File: src/rtl/mod_check_sched.sv
// mod_check_sched: round-robin arbiter sharing one bit-serial mod-DIVISOR engine among NREQ requesters.
module mod_check_sched #(
   parameter int NREQ = 4,
   parameter int WIDTH = 8,
   parameter int DIVISOR = 5,
   localparam int IW = $clog2(NREQ),
   localparam int RW = ($clog2(DIVISOR) > 1) ? $clog2(DIVISOR) : 1
) (
   input  logic                  clk,
   input  logic                  resetn,
   input  logic [NREQ-1:0]       req,
   input  logic [NREQ*WIDTH-1:0] data,
   output logic [NREQ-1:0]       gnt,
   output logic                  busy,
   output logic                  done,
   output logic [IW-1:0]         done_id,
   output logic                  done_div,
   output logic [RW-1:0]         done_rem
);
   localparam int CW = $clog2(WIDTH + 1);
   localparam logic [RW:0] DIV_T = (RW + 1)'(DIVISOR);

   generate
      if (DIVISOR < 2) begin : g_bad_divisor
         $error("DIVISOR must be at least 2");
      end
   endgenerate

   typedef enum logic [1:0] {S_IDLE, S_SHIFT, S_DONE} state_t;

   state_t            r_state, w_state_nx;
   logic [IW-1:0]     r_last, r_id, r_done_id, w_win;
   logic [WIDTH-1:0]  r_sh;
   logic [CW-1:0]     r_cnt;
   logic [RW-1:0]     r_res, r_rem, w_res_nx;
   logic [RW:0]       w_t, w_sub;
   logic [NREQ-1:0]   r_gnt;
   logic              r_div, w_found, w_arb, w_last_bit;

   // Round-robin search starting just past the previous winner.
   always_comb begin
      w_found = 1'b0;
      w_win = '0;
      for (int k = 1; k <= NREQ; k++) begin
         if (!w_found && req[(int'(r_last) + k) % NREQ]) begin
            w_found = 1'b1;
            w_win = IW'((int'(r_last) + k) % NREQ);
         end
      end
   end

   always_comb begin
      w_arb = (r_state != S_SHIFT) && w_found;
      w_last_bit = (r_cnt == CW'(1));
      w_t = {r_res, r_sh[WIDTH-1]};
      w_sub = w_t - DIV_T;
      w_res_nx = (w_t >= DIV_T) ? w_sub[RW-1:0] : w_t[RW-1:0];
      w_state_nx = w_arb ? S_SHIFT :
                   (r_state == S_SHIFT) ? (w_last_bit ? S_DONE : S_SHIFT) : S_IDLE;
   end

   always_ff @(posedge clk or negedge resetn) begin
      if (!resetn) begin
         r_state <= S_IDLE;
         r_last <= IW'(NREQ - 1);
         r_id <= '0;
         r_done_id <= '0;
         r_sh <= '0;
         r_cnt <= '0;
         r_res <= '0;
         r_rem <= '0;
         r_div <= 1'b0;
         r_gnt <= '0;
      end else begin
         r_state <= w_state_nx;
         r_gnt <= w_arb ? (NREQ'(1) << w_win) : '0;
         if (w_arb) begin
            r_sh <= data[w_win*WIDTH +: WIDTH];
            r_res <= '0;
            r_cnt <= CW'(WIDTH);
            r_last <= w_win;
            r_id <= w_win;
         end else if (r_state == S_SHIFT) begin
            r_res <= w_res_nx;
            r_sh <= r_sh << 1;
            r_cnt <= r_cnt - CW'(1);
            if (w_last_bit) begin
               r_done_id <= r_id;
               r_div <= (w_res_nx == '0);
               r_rem <= w_res_nx;
            end
         end
      end
   end

   assign gnt = r_gnt;
   assign busy = (r_state == S_SHIFT);
   assign done = (r_state == S_DONE);
   assign done_id = r_done_id;
   assign done_div = r_div;
   assign done_rem = r_rem;
endmodule

File: config.mk
export PLATFORM = sky130hd
export DESIGN_NAME = mod_check_sched
export DESIGN_NICKNAME = d
export VERILOG_FILES = /design/src/rtl/mod_check_sched.sv
export SDC_FILE = /design/constraint.sdc
export NUM_CORES = 1
export LEC_CHECK = 0
export CORE_MARGIN = 4
export CORE_UTILIZATION = 30
export CTS_CLUSTER_DIAMETER = 200
export DETAILED_ROUTE_END_ITERATION = 6
export PLACE_DENSITY = 0.53
export REMOVE_ABC_BUFFERS = 1
export SLEW_MARGIN = 10
export SYNTH_ARGS = -nofsm -noshare
export SYNTH_HDL_FRONTEND = slang
export SYNTH_SLANG_ARGS = --single-unit
File: constraint.sdc
create_clock -name clk -period 4.9 [get_ports clk]
set_input_delay 0.98 -clock clk [delete_from_list [all_inputs] [get_ports clk]]
set_output_delay 0.98 -clock clk [all_outputs]
set_load 0.02 [all_outputs]
; ---- After elaboration in Yosys (flattened, before gate mapping)
; Cells that the tools add are included.
[totals]
reg_bits = 31
in_bits = 38
out_inout_bits = 12
wordCells = 77
[classes]
addsub = 6
magnitude_cmp = 5
n_eq_ne = 4
shift = 2
n_mux = 31
n_bitwise = 5
reduce_logical = 14
[ops]
columns = op, n
row1 = variable part select 32 x 6 -> 8 bit, 1
row2 = "less-than comparator 3 x 4 -> 1 bit, second input constant", 4
row3 = two-way mux 8 bit, 2
row4 = two-way mux 2 bit, 7
row5 = two-way mux 1 bit, 12
row6 = two-way mux 4 bit, 3
row7 = two-way mux 3 bit, 3
row8 = binary-select mux 1 bit (select 2 bit), 4
row9 = OR reduction 2 bit, 4
row10 = "adder 2 x 1 -> 2 bit, second input constant", 2
row11 = "adder 2 bit, second input constant", 2
row12 = "bitwise AND 1 bit, first input constant", 4
row13 = "== test 4 x 1 -> 1 bit, second input constant", 1
row14 = ">= comparator 4 x 3 -> 1 bit, second input constant", 1
row15 = logical AND 1 bit, 4
row16 = "left shift 1 x 2 -> 4 bit, first input constant", 1
row17 = "subtractor 4 x 1 -> 4 bit, second input constant", 1
row18 = logical NOT 1 bit, 3
row19 = logical NOT 3 bit, 1
row20 = AND reduction 3 bit, 1
row21 = "subtractor 3 bit, second input constant", 1
row22 = "== test 2 x 1 -> 1 bit, second input constant", 1
row23 = "== test 2 bit, second input constant", 1
row24 = "inequality test 2 x 1 -> 1 bit, second input constant", 1
row25 = 2 further kinds, 2

; ---- Logic depth before layout (Yosys ltp)
[depth]
depth_word = 19
depth_mapped = 7
ltp_nobuf = 7

; ---- Least setup slack after synthesis
; No wires, ideal clock.
[synth_timing]
path_type = input-to-reg
startpoint = in req[1]
endpoint = reg r_sh[7]
arrival_time_ns = 2.060
path_slack_ns = 2.700
stages = 5
n_path_buf = 1
cell_sequence = or4_4 -> and2_1 -> buf_2 -> nand2b_2 -> o221ai_1
[synth_between]
elab_chain_len = 15
word_cells_on_any_way = 30
cone_classes = shift (1) / mux (21) / reduce/logical (8)
[synth_lines]
columns = item, line_no
row1 = from (decl), 11  ; input logic [NREQ-1:0] req,
row2 = binary-select mux 1 bit (select 2 bit), 45  ; if (!w_found && req[(int'(r_last) + k) % NREQ]) begin
row3 = two-way mux 1 bit (not written as such) (2 in a row), 45
row4 = two-way mux 1 bit, 45
row5 = logical NOT 1 bit, 45
row6 = logical AND 1 bit, 45
row7 = two-way mux 1 bit, 45
row8 = logical NOT 1 bit, 45
row9 = logical AND 1 bit, 45
row10 = two-way mux 1 bit, 45
row11 = logical NOT 1 bit, 45
row12 = logical AND 1 bit, 45
row13 = two-way mux 2 bit / two-way mux 1 bit (equally long branches), 45
row14 = variable part select 32 x 6 -> 8 bit / logical AND 1 bit (equally long branches), "78, 53"
row15 = two-way mux 8 bit / nonzero test 2 bit (equally long branches), -
row16 = to (signal assigned), 78  ; r_sh <= data[w_win*WIDTH +: WIDTH];
row17 = to (signal assigned), 85  ; r_sh <= r_sh << 1;
row18 = to (decl), 33  ; logic [WIDTH-1:0] r_sh;
; Several ways; a longest one is shown, not always the timed one. The select of a mux whose other input is x is not followed.
; A chain may end at the register's enable or synchronous reset.

; ---- Worst setup path in the final report
[layout_timing]
startpoint = reg r_state[1]
endpoint = out busy
[layout_between]
elab_chain_len = 1
[layout_lines]
columns = item, line_no
row1 = from (decl), 31  ; state_t r_state, w_state_nx;
row2 = from (signal assigned), 75  ; r_state <= w_state_nx;
row3 = == test 2 x 1 -> 1 bit, 97  ; assign busy = (r_state == S_SHIFT);
row4 = to (decl), 14  ; output logic busy,
; No other way between the ends.

==> results <==
- The run finished with clean final reports.
- The accumulated negative setup slack is 0 ns.
- The post-CTS setup-driven buffer insertion count is 0.
- In this run the remaining antenna-violating nets after routing total 0.
- The average via count per standard cell is 4.828.
- The effective utilization at floorplan is 31.18%.
- The layout overhead on the synthesized area is 40.03%.
- The longest clock path from root to sink contains 2 buffers.
- The later pin in the worst-skew pair is clocked with a latency of 0.28 ns.
- Measured on the finished design, the core utilization comes to 43.66%.
- CTS placed an instance of sky130_fd_sc_hd__clkbuf_8 at the clock tree root.
- The number of clock buffers added by TritonCTS is 5.
- In this run the standard cell core region covers 5172 µm².
- Between clock sinks in the finished design, the worst skew comes to 0.005060 ns.
- The portion of the post-synthesis area used by sequential elements is 48.25%.
- Of the total synthesized cell area, the portion taken by XOR and XNOR cells is 1.086%.
- The H-tree was split into 2 levels.
- The layout has 493 filler cells.
- The overflow left after global routing is 0.
- Setup repair after global routing left no endpoint under its margin.
- The complex-gate fraction of the synthesized area is 15.44%.
- Of the total synthesized cell area, the portion taken by AND, OR, NAND and NOR gates is 14.74%.
- In this run the critical register-to-register path is launched from r_last[1].
- The final route contains 1294 vias.
- The transition at the pin with the smallest max-transition slack is 0.6304 ns.
- The worst-path maximum fanout is 14.
- Max-cap violations in this run came to 0.
- For this run, design rule violations remaining after detail routing come to 0.
- The first routing iteration left 78 violations.
- The number of unique standard cell types used by synthesis is 39.
- The average instance in the mapped netlist occupies 11.12 µm².
- Power spread over the standard cell area amounts to 528.2 nW/µm².
- The worst vdd rail ir drop is 0.1518 mV.
- The CTS tree is done.
- The fraction of final layout cells sized beyond drive strength 1 is 11.11%.
- The async set or reset register ratio after synthesis is 100.0%.
- The critical path endpoint category is a primary output.
- The Yosys step of the flow raised 0 warnings.
- The number of endpoints with negative hold slack in the final report came to 0.
- The maximum clock frequency is 345.6 MHz.
- Setup violations remaining at the end of the flow were counted as 0.
- The headroom to the max-slew limit is 57.93%.
- The number of cell rows is 26.
- The number of inserted diodes is 0.
- Summed over all layers, the routed wires come to 3.639 mm.
- In this run the static leakage power is 0.9639 nW.
- The setup path with the least slack is of type reg2out.
- The die is 81.32 µm wide.
- The wire-length estimate of the detail-placed layout is 2.713 mm.
- The required time of the critical path is 3.92 ns.
- Synthesis inferred 31 register bits.
- The number of antenna violations at the first check in global routing is 0.
- The first global-routing pass estimated 5.989 mm of wire.
- The number of gates resized after CTS is 0.
- The fraction of synthesized area in multiplexers is 13.34%.
- Entering global routing, the biggest net connects 32 pins.
- The final weighted congestion in routability-driven placement is 0.7475.
- The average wire length per cell after detail routing is 13.58 µm.
- The number of optimization iterations in the first detailed-route pass is 4.
- The count of buffers inserted at the top-level ports is 49.
- The arrival time at the worst endpoint is 1.91 ns.
- In this run, synthesis inferred 0 flip-flops with an integrated enable.
- In this run the most critical hold path is launched from r_id[1].
- For this run, the post-layout net count is 239.
- In this run the count of I/O pins placed on the die edge is 50.
- Summing the areas of all fa, ha and maj instances in the mapped netlist gives 3.103% of the synthesized area.
- The number of sinks handled by clock tree synthesis is 31.
- The most used flip-flop cell after synthesis is sky130_fd_sc_hd__dfrtp_1.
- The die extent in y is 81.32 µm.
- The worst hold path belongs to the class reg2reg.
- The post-synthesis cell area is 1613 µm².
- The total global routing track utilization is 11.96%.
- By area, the combinational part of the netlist is dominated by compound AO/OA/AOI/OAI gates.
- Synthesis produced a netlist whose cell count is 145.
- The number of global-route vias before repair came to 1321.
- The critical path starts at r_state[1].
- Of the available clock period, the critical path in the final layout requires 59.04%.
- The clock transition at the registers of the reported paths is 0.06 ns.
- The sort of element at the start of the critical path is a flop.
- The max-slew violation count is 0.
- The die covers 6613 µm².
- For this design, the CTS-stage hold fixing added 0 buffers.
- The clock period minus final worst setup slack is 2.893 ns.
per-layer routing:
layer,track usage (%),part of all wire [%],vias to the layer above
met5,0,0,-
met4,5.743,1.3,0
met3,2.661,5.3,4
met2,19.87,52,37
met1,14.57,42,622
li1,-,-,631
placed cells by master (no fill, tap or decap), types with 3 or more instances in the layout:
master	instances
sky130_fd_sc_hd__dfrtp_1	29
sky130_fd_sc_hd__a22oi_1	7
sky130_fd_sc_hd__nand2_1	12
sky130_fd_sc_hd__o21a_1	3
sky130_fd_sc_hd__clkdlybuf4s50_1	49
sky130_fd_sc_hd__nor3_1	3
sky130_fd_sc_hd__nor3b_1	4
sky130_fd_sc_hd__o221ai_1	7
sky130_fd_sc_hd__clkbuf_8	5
sky130_fd_sc_hd__nor2_1	4
sky130_fd_sc_hd__inv_1	8
sky130_fd_sc_hd__mux2i_1	17
sky130_fd_sc_hd__ha_1	4
sky130_fd_sc_hd__o21ai_0	7
sky130_fd_sc_hd__mux2_2	3
sky130_fd_sc_hd__nand2b_1	3
sky130_fd_sc_hd__a21oi_1	3
worst paths after layout:
check	cells after the start	to	slack (ns)
max in group asynchronous	2	r_last[0]	3.48
worst min register to register	2	r_id[1]	0.48
worst max register to register	5	r_sh[7]	2.99
worst min-delay path	2	r_id[1]	0.48
worst max-delay path	3	busy	2.01
min in group asynchronous	2	gnt[0]	1.10
sequential cells by signal, summed over array words and instances (netlist names), 3 cells and up:
signal	count
r_sh	8
gnt	4
r_cnt	4
done_rem	3
r_res	3
through the flow:
stage	instance area [µm²]	total power [mW]	instances	hold slack (ns)	worst slack, ns
after CTS	2258	1.210	268	0.4834	1.994
after detailed placement	2177	1.015	260	0.4703	1.917
final	2258	1.193	268	0.4757	2.007
after global routing	2258	1.291	268	0.5216	1.904
after floorplan	1578	0.8138	139	0.4431	1.861
after global placement	2177	0.9877	260	0.4621	2.060
worst max-delay path: stages (launching register included):
cell and delay [ns]:
sky130_fd_sc_hd__dfrtp_1 0.37, sky130_fd_sc_hd__nand2b_4 0.18, sky130_fd_sc_hd__inv_1 0.39, sky130_fd_sc_hd__clkdlybuf4s50_1 0.70
synth_stat cells (all sizes together), types with 2 or more instances:
master / count / area (µm²)
a21oi: 4 / 23.77
a22o: 2 / 17.52
a22oi: 7 / 52.55
buf: 6 / 35.03
dfrtp: 29 / 725.7
dfstp: 2 / 52.55
ha: 4 / 50.05
inv: 8 / 30.03
mux2: 4 / 45.04
mux2i: 17 / 170.2
nand2: 14 / 62.56
nand2b: 5 / 41.29
nor2: 5 / 21.27
nor2b: 2 / 12.51
nor3: 3 / 15.01
nor3b: 4 / 30.03
o21a: 3 / 22.52
o21ai: 7 / 35.03
o221ai: 7 / 61.31
xnor2: 2 / 17.52
power by group:
group	switching, mW	leakage [nW]	internal, mW	total (mW)
combinational	0.288	0.534	0.272	0.560
sequential	0.0769	0.388	0.367	0.444
clock	0.0896	0.0422	0.0994	0.189
cells by family after synthesis:
kind of cell / count (synthesis)
muxes: 21
xor gates and xnor gates: 2
buffers and inverters: 14
AOI/OAI and AO/OA: 35
DFF: 31
adders and majority gates: 4
and+or+nand+nor: 38
cell type report:
type / instances / area [µm²] / share of cell area, %
Clock buffer: 7 / 76.32 / 3.379
Clock inverter: 1 / 5.005 / 0.2216
Inverter: 8 / 30.03 / 1.330
Multi-Input combinational cell: 100 / 775.7 / 34.35
Sequential cell: 31 / 778.2 / 34.46
Tap cell: 70 / 87.58 / 3.878
Timing Repair Buffer: 51 / 505.5 / 22.38
No activity file was read; power rests on OpenSTA's default activity.
